--- config.mk ---
export PLATFORM = sky130hd
export DESIGN_NAME = aes_dsp_round_sched_flat
export DESIGN_NICKNAME = d
export VERILOG_FILES = /design/src/rtl/aes_dsp_round_sched_if.sv /design/src/rtl/aes_dsp_round_sched.sv /design/src/flat_wrapper.sv
export SDC_FILE = /design/constraint.sdc
export NUM_CORES = 1
export LEC_CHECK = 0
export CAP_MARGIN = 20
export CORE_MARGIN = 3
export CORE_UTILIZATION = 25
export DETAILED_ROUTE_END_ITERATION = 12
export DONT_BUFFER_PORTS = 1
export PLACE_DENSITY = 0.36
export SLEW_MARGIN = 20
export SYNTH_ARGS = -nofsm -noshare
export SYNTH_HDL_FRONTEND = slang
export SYNTH_SLANG_ARGS = --single-unit
--- constraint.sdc ---
create_clock -name CLK -period 9.2 [get_ports CLK]
set_clock_uncertainty 0.2 [all_clocks]
set_input_delay 1.84 -clock CLK [delete_from_list [all_inputs] [get_ports CLK]]
set_output_delay 1.84 -clock CLK [all_outputs]
set_load 0.005 [all_outputs]
--- src/rtl/aes_dsp_round_sched_if.sv ---
`default_nettype none
// ============================================================================
// Module      : aes_dsp_round_sched_if
// Description : Block-issue and datapath-control bundle for the AES round
//               scheduler (scheduler is the slave, block source the master).
// Revision    : 1.0 - initial release
// ============================================================================
interface aes_dsp_round_sched_if #(
  parameter int SLOTS = 8,
  parameter int TAGW  = 4
);
  localparam int c_OCCW = $clog2(SLOTS + 1);

  logic              IN_VALID;
  logic [1:0]        IN_MODE;
  logic [TAGW-1:0]   IN_TAG;
  logic              IN_READY;
  logic              PTX_SEL;
  logic [3:0]        RND_IDX;
  logic              LAST_RND;
  logic              OUT_VALID;
  logic [TAGW-1:0]   OUT_TAG;
  logic [c_OCCW-1:0] OCC;

  modport master (
    output IN_VALID, IN_MODE, IN_TAG,
    input  IN_READY, PTX_SEL, RND_IDX, LAST_RND, OUT_VALID, OUT_TAG, OCC
  );

  modport slave (
    input  IN_VALID, IN_MODE, IN_TAG,
    output IN_READY, PTX_SEL, RND_IDX, LAST_RND, OUT_VALID, OUT_TAG, OCC
  );
endinterface
`default_nettype wire

--- src/rtl/aes_dsp_round_sched.sv ---
`default_nettype none
// ============================================================================
// Module      : aes_dsp_round_sched
// Description : Per-slot issue/retire round scheduler for an interleaved
//               SLOTS-deep iterative AES round ring.
// Revision    : 1.0 - initial release
// ============================================================================
module aes_dsp_round_sched #(
  parameter int SLOTS = 8,
  parameter int TAGW  = 4
) (
  input  logic                  CLK,
  input  logic                  RST_N,
  input  logic                  CLR,
  aes_dsp_round_sched_if.slave  bus
);

  localparam int                c_PTRW     = $clog2(SLOTS);
  localparam int                c_OCCW     = $clog2(SLOTS + 1);
  localparam logic [c_PTRW-1:0] c_PTR_LAST = c_PTRW'(SLOTS - 1);
  localparam logic [c_OCCW-1:0] c_OCC_ONE  = c_OCCW'(1);

  logic [c_PTRW-1:0] r_ptr;
  logic [SLOTS-1:0]  r_busy;
  logic [3:0]        r_k   [SLOTS];
  logic [3:0]        r_nr  [SLOTS];
  logic [TAGW-1:0]   r_tag [SLOTS];
  logic [c_OCCW-1:0] r_occ;

  logic              r_ptx_sel;
  logic [3:0]        r_rnd_idx;
  logic              r_last_rnd;
  logic              r_out_valid;
  logic [TAGW-1:0]   r_out_tag;

  logic              w_busy;
  logic [3:0]        w_k;
  logic [3:0]        w_nr;
  logic              w_retire;
  logic              w_issue;
  logic              w_ready;
  logic              w_accept;
  logic [3:0]        w_nr_new;

  // State of the slot currently sitting at the datapath input.
  assign w_busy   = r_busy[r_ptr];
  assign w_k      = r_k[r_ptr];
  assign w_nr     = r_nr[r_ptr];
  assign w_retire = w_busy & (w_k == w_nr);
  assign w_issue  = w_busy & (w_k < w_nr);
  assign w_ready  = ~CLR & (~w_busy | w_retire);
  assign w_accept = bus.IN_VALID & w_ready;

  always_comb begin
    w_nr_new = 4'd10;
    case (bus.IN_MODE)
      2'd1:    w_nr_new = 4'd12;
      2'd2:    w_nr_new = 4'd14;
      default: w_nr_new = 4'd10;
    endcase
  end

  always_ff @(posedge CLK or negedge RST_N) begin
    if (!RST_N) begin
      r_ptr       <= '0;
      r_busy      <= '0;
      r_occ       <= '0;
      r_ptx_sel   <= 1'b0;
      r_rnd_idx   <= 4'd0;
      r_last_rnd  <= 1'b0;
      r_out_valid <= 1'b0;
      r_out_tag   <= '0;
      for (int i = 0; i < SLOTS; i++) begin
        r_k[i]   <= 4'd0;
        r_nr[i]  <= 4'd0;
        r_tag[i] <= '0;
      end
    end else if (CLR) begin
      // A block due to retire on this edge is dropped as well.
      r_ptr       <= '0;
      r_busy      <= '0;
      r_occ       <= '0;
      r_ptx_sel   <= 1'b0;
      r_rnd_idx   <= 4'd0;
      r_last_rnd  <= 1'b0;
      r_out_valid <= 1'b0;
      r_out_tag   <= '0;
    end else begin
      r_ptr       <= (r_ptr == c_PTR_LAST) ? '0 : r_ptr + c_PTRW'(1);
      r_ptx_sel   <= 1'b0;
      r_rnd_idx   <= 4'd0;
      r_last_rnd  <= 1'b0;
      r_out_valid <= w_retire;
      r_out_tag   <= w_retire ? r_tag[r_ptr] : '0;

      if (w_retire) begin
        r_busy[r_ptr] <= 1'b0;
      end

      if (w_accept) begin
        r_busy[r_ptr] <= 1'b1;
        r_k[r_ptr]    <= 4'd1;
        r_nr[r_ptr]   <= w_nr_new;
        r_tag[r_ptr]  <= bus.IN_TAG;
        r_ptx_sel     <= 1'b1;
      end else if (w_issue) begin
        r_rnd_idx     <= w_k;
        r_last_rnd    <= (w_k == (w_nr - 4'd1));
        r_k[r_ptr]    <= w_k + 4'd1;
      end

      // Accept and retire on one visit leave the count unchanged.
      if (w_accept && !w_retire) begin
        r_occ <= r_occ + c_OCC_ONE;
      end else if (w_retire && !w_accept) begin
        r_occ <= r_occ - c_OCC_ONE;
      end
    end
  end

  assign bus.IN_READY  = w_ready;
  assign bus.PTX_SEL   = r_ptx_sel;
  assign bus.RND_IDX   = r_rnd_idx;
  assign bus.LAST_RND  = r_last_rnd;
  assign bus.OUT_VALID = r_out_valid;
  assign bus.OUT_TAG   = r_out_tag;
  assign bus.OCC       = r_occ;

endmodule
`default_nettype wire

--- src/flat_wrapper.sv ---
// flat-port wrapper written by rule: the top's interface ports become plain ports
module aes_dsp_round_sched_flat 
#(
  parameter int SLOTS = 8,
  parameter int TAGW  = 4
)
  (CLK, RST_N, CLR, bus_IN_VALID, bus_IN_MODE, bus_IN_TAG, bus_IN_READY, bus_PTX_SEL, bus_RND_IDX, bus_LAST_RND, bus_OUT_VALID, bus_OUT_TAG, bus_OCC);
  aes_dsp_round_sched_if #(.SLOTS(SLOTS), .TAGW(TAGW)) bus_i ();
  input  logic CLK;
  input  logic RST_N;
  input  logic CLR;
  input wire logic [$bits(bus_i.IN_VALID)-1:0] bus_IN_VALID;
  input wire logic [$bits(bus_i.IN_MODE)-1:0] bus_IN_MODE;
  input wire logic [$bits(bus_i.IN_TAG)-1:0] bus_IN_TAG;
  output wire logic [$bits(bus_i.IN_READY)-1:0] bus_IN_READY;
  output wire logic [$bits(bus_i.PTX_SEL)-1:0] bus_PTX_SEL;
  output wire logic [$bits(bus_i.RND_IDX)-1:0] bus_RND_IDX;
  output wire logic [$bits(bus_i.LAST_RND)-1:0] bus_LAST_RND;
  output wire logic [$bits(bus_i.OUT_VALID)-1:0] bus_OUT_VALID;
  output wire logic [$bits(bus_i.OUT_TAG)-1:0] bus_OUT_TAG;
  output wire logic [$bits(bus_i.OCC)-1:0] bus_OCC;
  assign bus_i.IN_VALID = bus_IN_VALID;
  assign bus_i.IN_MODE = bus_IN_MODE;
  assign bus_i.IN_TAG = bus_IN_TAG;
  assign bus_IN_READY = bus_i.IN_READY;
  assign bus_PTX_SEL = bus_i.PTX_SEL;
  assign bus_RND_IDX = bus_i.RND_IDX;
  assign bus_LAST_RND = bus_i.LAST_RND;
  assign bus_OUT_VALID = bus_i.OUT_VALID;
  assign bus_OUT_TAG = bus_i.OUT_TAG;
  assign bus_OCC = bus_i.OCC;
  aes_dsp_round_sched #(.SLOTS(SLOTS), .TAGW(TAGW)) u_core (.CLK(CLK), .RST_N(RST_N), .CLR(CLR), .bus(bus_i));
endmodule
==> metrics <==
slew margin rel. 0.310; Hold-fix buffers, CTS 0; Critical Path Sink Type primary output; CP arrival 3.41 ns; Pins Over Slew Limit 0; Post-synth top flop dfrtp_1; Leak Pwr 2.88 nW; unrepaired setup endpoints after global routing no; antenna-violating nets left 0; syn avg cell area 12.0 µm²; Critical Setup Path Class flop to primary output; n_diodes 0; worst skew pair latency 0.41 ns; Fmax 0.183 GHz; status completed; mapped cell area 0.00550 mm²; post-cts sizing count 0; Post-synth EDFFs 0; WL final 15,800 µm; DR vias 3,706; crit path time final 5.45 ns; Peak VDD IR 109 µV; CTS buffer count 17; fraction of layout cells with a size suffix above 1 0.188; most frequent cells in the layout 114 x dfrtp_1, 37 x inv_1, 32 x mux2_2, 31 x mux2i_1, 17 x clkbuf_16; leading cell type in the layout, fill and taps excluded dfrtp_1; crit path launch type flop; clock sinks 114; Yosys cell types 57; dpl hpwl 10,300 µm; Critical-path top delay cell dfrtp_1; Final Hold Vio Count 0; Core Footprint 0.0213 mm²; critical path, cell by cell nand2b_1 -> nor2_1 -> a22oi_1 -> and4_1 -> inv_1 -> ha_1 -> and3_1 -> a22oi_1 -> nor2_1; DR iter-0 viols 200; drt drc 0; Final Cell Area 0.00630 mm²; register area share after synthesis 0.519; Least-Margin Pin Slew 1.03 ns; Yosys Warn Count 0; Core Rows 53; Reg clk slew, reported paths 0.06 ns; Crit path required time 7.16 ns; Port Buffers 0; die area 0.0238 mm²; syn_nets 478; # fillers 2,157; die height 154 µm; crit-path max cell delay 1.02 ns; Yosys reg bits 114; clock buffer depth 2; DR vias/cell 5.03; CTS root buffer clkbuf_16; final worst-path cycle share 0.592; GR Util All Layers 0.139; Syn Inst Count 457; First-pass DRT Iterations 5; worst-path fanout max 27; Synth-to-Final Area Change 14.6%; Post-synth ARST share 1.00; CTS tree built; die boundary width 154 µm; setup_tns 0 ns; Setup Fix Bufs, Post-CTS 0; drt wl/cell 21.5 µm; global-route wire length before repair 24,900 µm; gr ovfl total 0; vias in the first global route 3,994; hold crit path type flop to flop; Final nets 470; Top Ports 26; Initial Util 0.258; cell area after placement 0.00570 mm²; htree depth 4; PwrDens 253 mW/mm²; final setup vio count 0; antenna violations before repair 0; worst hold slack 0.267 ns; gp weighted congestion 0.748; Max-Cap Viols 0; largest net degree at the start of global routing 115
## layer usage
layer / vias to the layer above / share of wire / track usage
met5: - / 0 / 0
met1: 1933 / 0.50 / 0.194
met4: 0 / 0.0061 / 0.0303
li1: 1695 / - / -
met3: 6 / 0.035 / 0.0395
met2: 72 / 0.46 / 0.217
## worst max-delay path: cells and delay by family, from the launching register on
family | cells | cell delay (ns)
buf+inv | 1 | 0.06
fa+ha+maj | 1 | 0.23
flops | 1 | 1.02
simple gates | 5 | 1.31
compound gates | 2 | 0.36
## registers in the layout, summed over array words and instances (netlist names)
signal,cells
u_core.r_ptr,3
u_core.r_nr,24
u_core.bus.PTX_SEL,1
u_core.bus.LAST_RND,1
u_core.r_k,32
u_core.r_busy,8
u_core.bus.RND_IDX,4
u_core.bus.OUT_VALID,1
u_core.bus.OUT_TAG,4
u_core.bus.OCC,4
u_core.r_tag,32
## cell usage after synthesis, drive strengths merged (5+ instances only)
| master | n | share of area |
|---|---|---|
| xnor2 | 5 | 0.0093 |
| a22oi | 9 | 0.012 |
| o22ai | 9 | 0.010 |
| nand2b | 12 | 0.014 |
| a31oi | 8 | 0.0091 |
| nor4 | 5 | 0.0057 |
| mux2i | 31 | 0.056 |
| a21oi | 10 | 0.0091 |
| o32ai | 9 | 0.014 |
| a32o | 16 | 0.029 |
| clkbuf | 9 | 0.0061 |
| o22a | 13 | 0.021 |
| o21ai | 21 | 0.027 |
| inv | 39 | 0.027 |
| nor2 | 11 | 0.0080 |
| nand2 | 10 | 0.0068 |
| mux2 | 32 | 0.066 |
| mux4 | 6 | 0.025 |
| o31ai | 8 | 0.011 |
| dfrtp | 114 | 0.52 |
| buf | 19 | 0.022 |
| ha | 10 | 0.023 |
| nand3 | 8 | 0.0073 |
## cell families (layout without fill, tap and decap cells)
| family | Yosys count | count (layout) | share of synthesized area |
|---|---|---|---|
| compound gates | 122 | 122 | 0.175 |
| flops | 114 | 114 | 0.519 |
| mux | 69 | 69 | 0.147 |
| simple gates | 68 | 68 | 0.0681 |
| buf+inv | 67 | 72 | 0.0544 |
| fa+ha+maj | 11 | 11 | 0.0264 |
| xor+xnor | 6 | 6 | 0.0109 |
## path summary, 6_finish.rpt
path / cells after the start / end / slack (ns) / startpoint
max in group asynchronous: 0 / u_core.r_k[26] / 7.70 / RST_N
hold / removal: 1 / u_core.r_nr[23] / 0.27 / u_core.r_nr[23]
hold reg to reg: 1 / u_core.r_nr[23] / 0.27 / u_core.r_nr[23]
min in group asynchronous: 0 / u_core.bus.PTX_SEL / 0.92 / RST_N
setup / recovery: 9 / bus_IN_READY / 3.75 / u_core.r_ptr[0]
setup reg to reg: 10 / u_core.r_tag[21] / 4.47 / u_core.r_ptr[0]
## power by group
part | internal (mW) | switching [mW] | total, mW
logic | 0.121 | 0.133 | 0.254
registers | 0.596 | 0.0634 | 0.660
clock network | 0.434 | 0.246 | 0.680
## area by class of cell
type	instances	area [µm²]	area share
clock buffers	20	447	0.0709
repair buffers	1	7.51	0.00119
well taps	275	344	0.0546
flip-flops and latches	114	2850	0.453
inverters	39	146	0.0232
multi-input cells	276	2350	0.372
clock inverters	12	158	0.0250
## metrics by stage
stage                     total power, mW  worst slack, ns  utilization  cells
after CTS                            1.61             3.74        0.296    737
after detailed placement            0.923             4.20        0.268    705
final                                1.59             3.75        0.296    737
after floorplan                     0.848             4.68            -    457
after global placement              0.921             4.31        0.268    705
after global routing                 1.68             3.48        0.296    737
No activity file was read; power rests on OpenSTA's default activity.
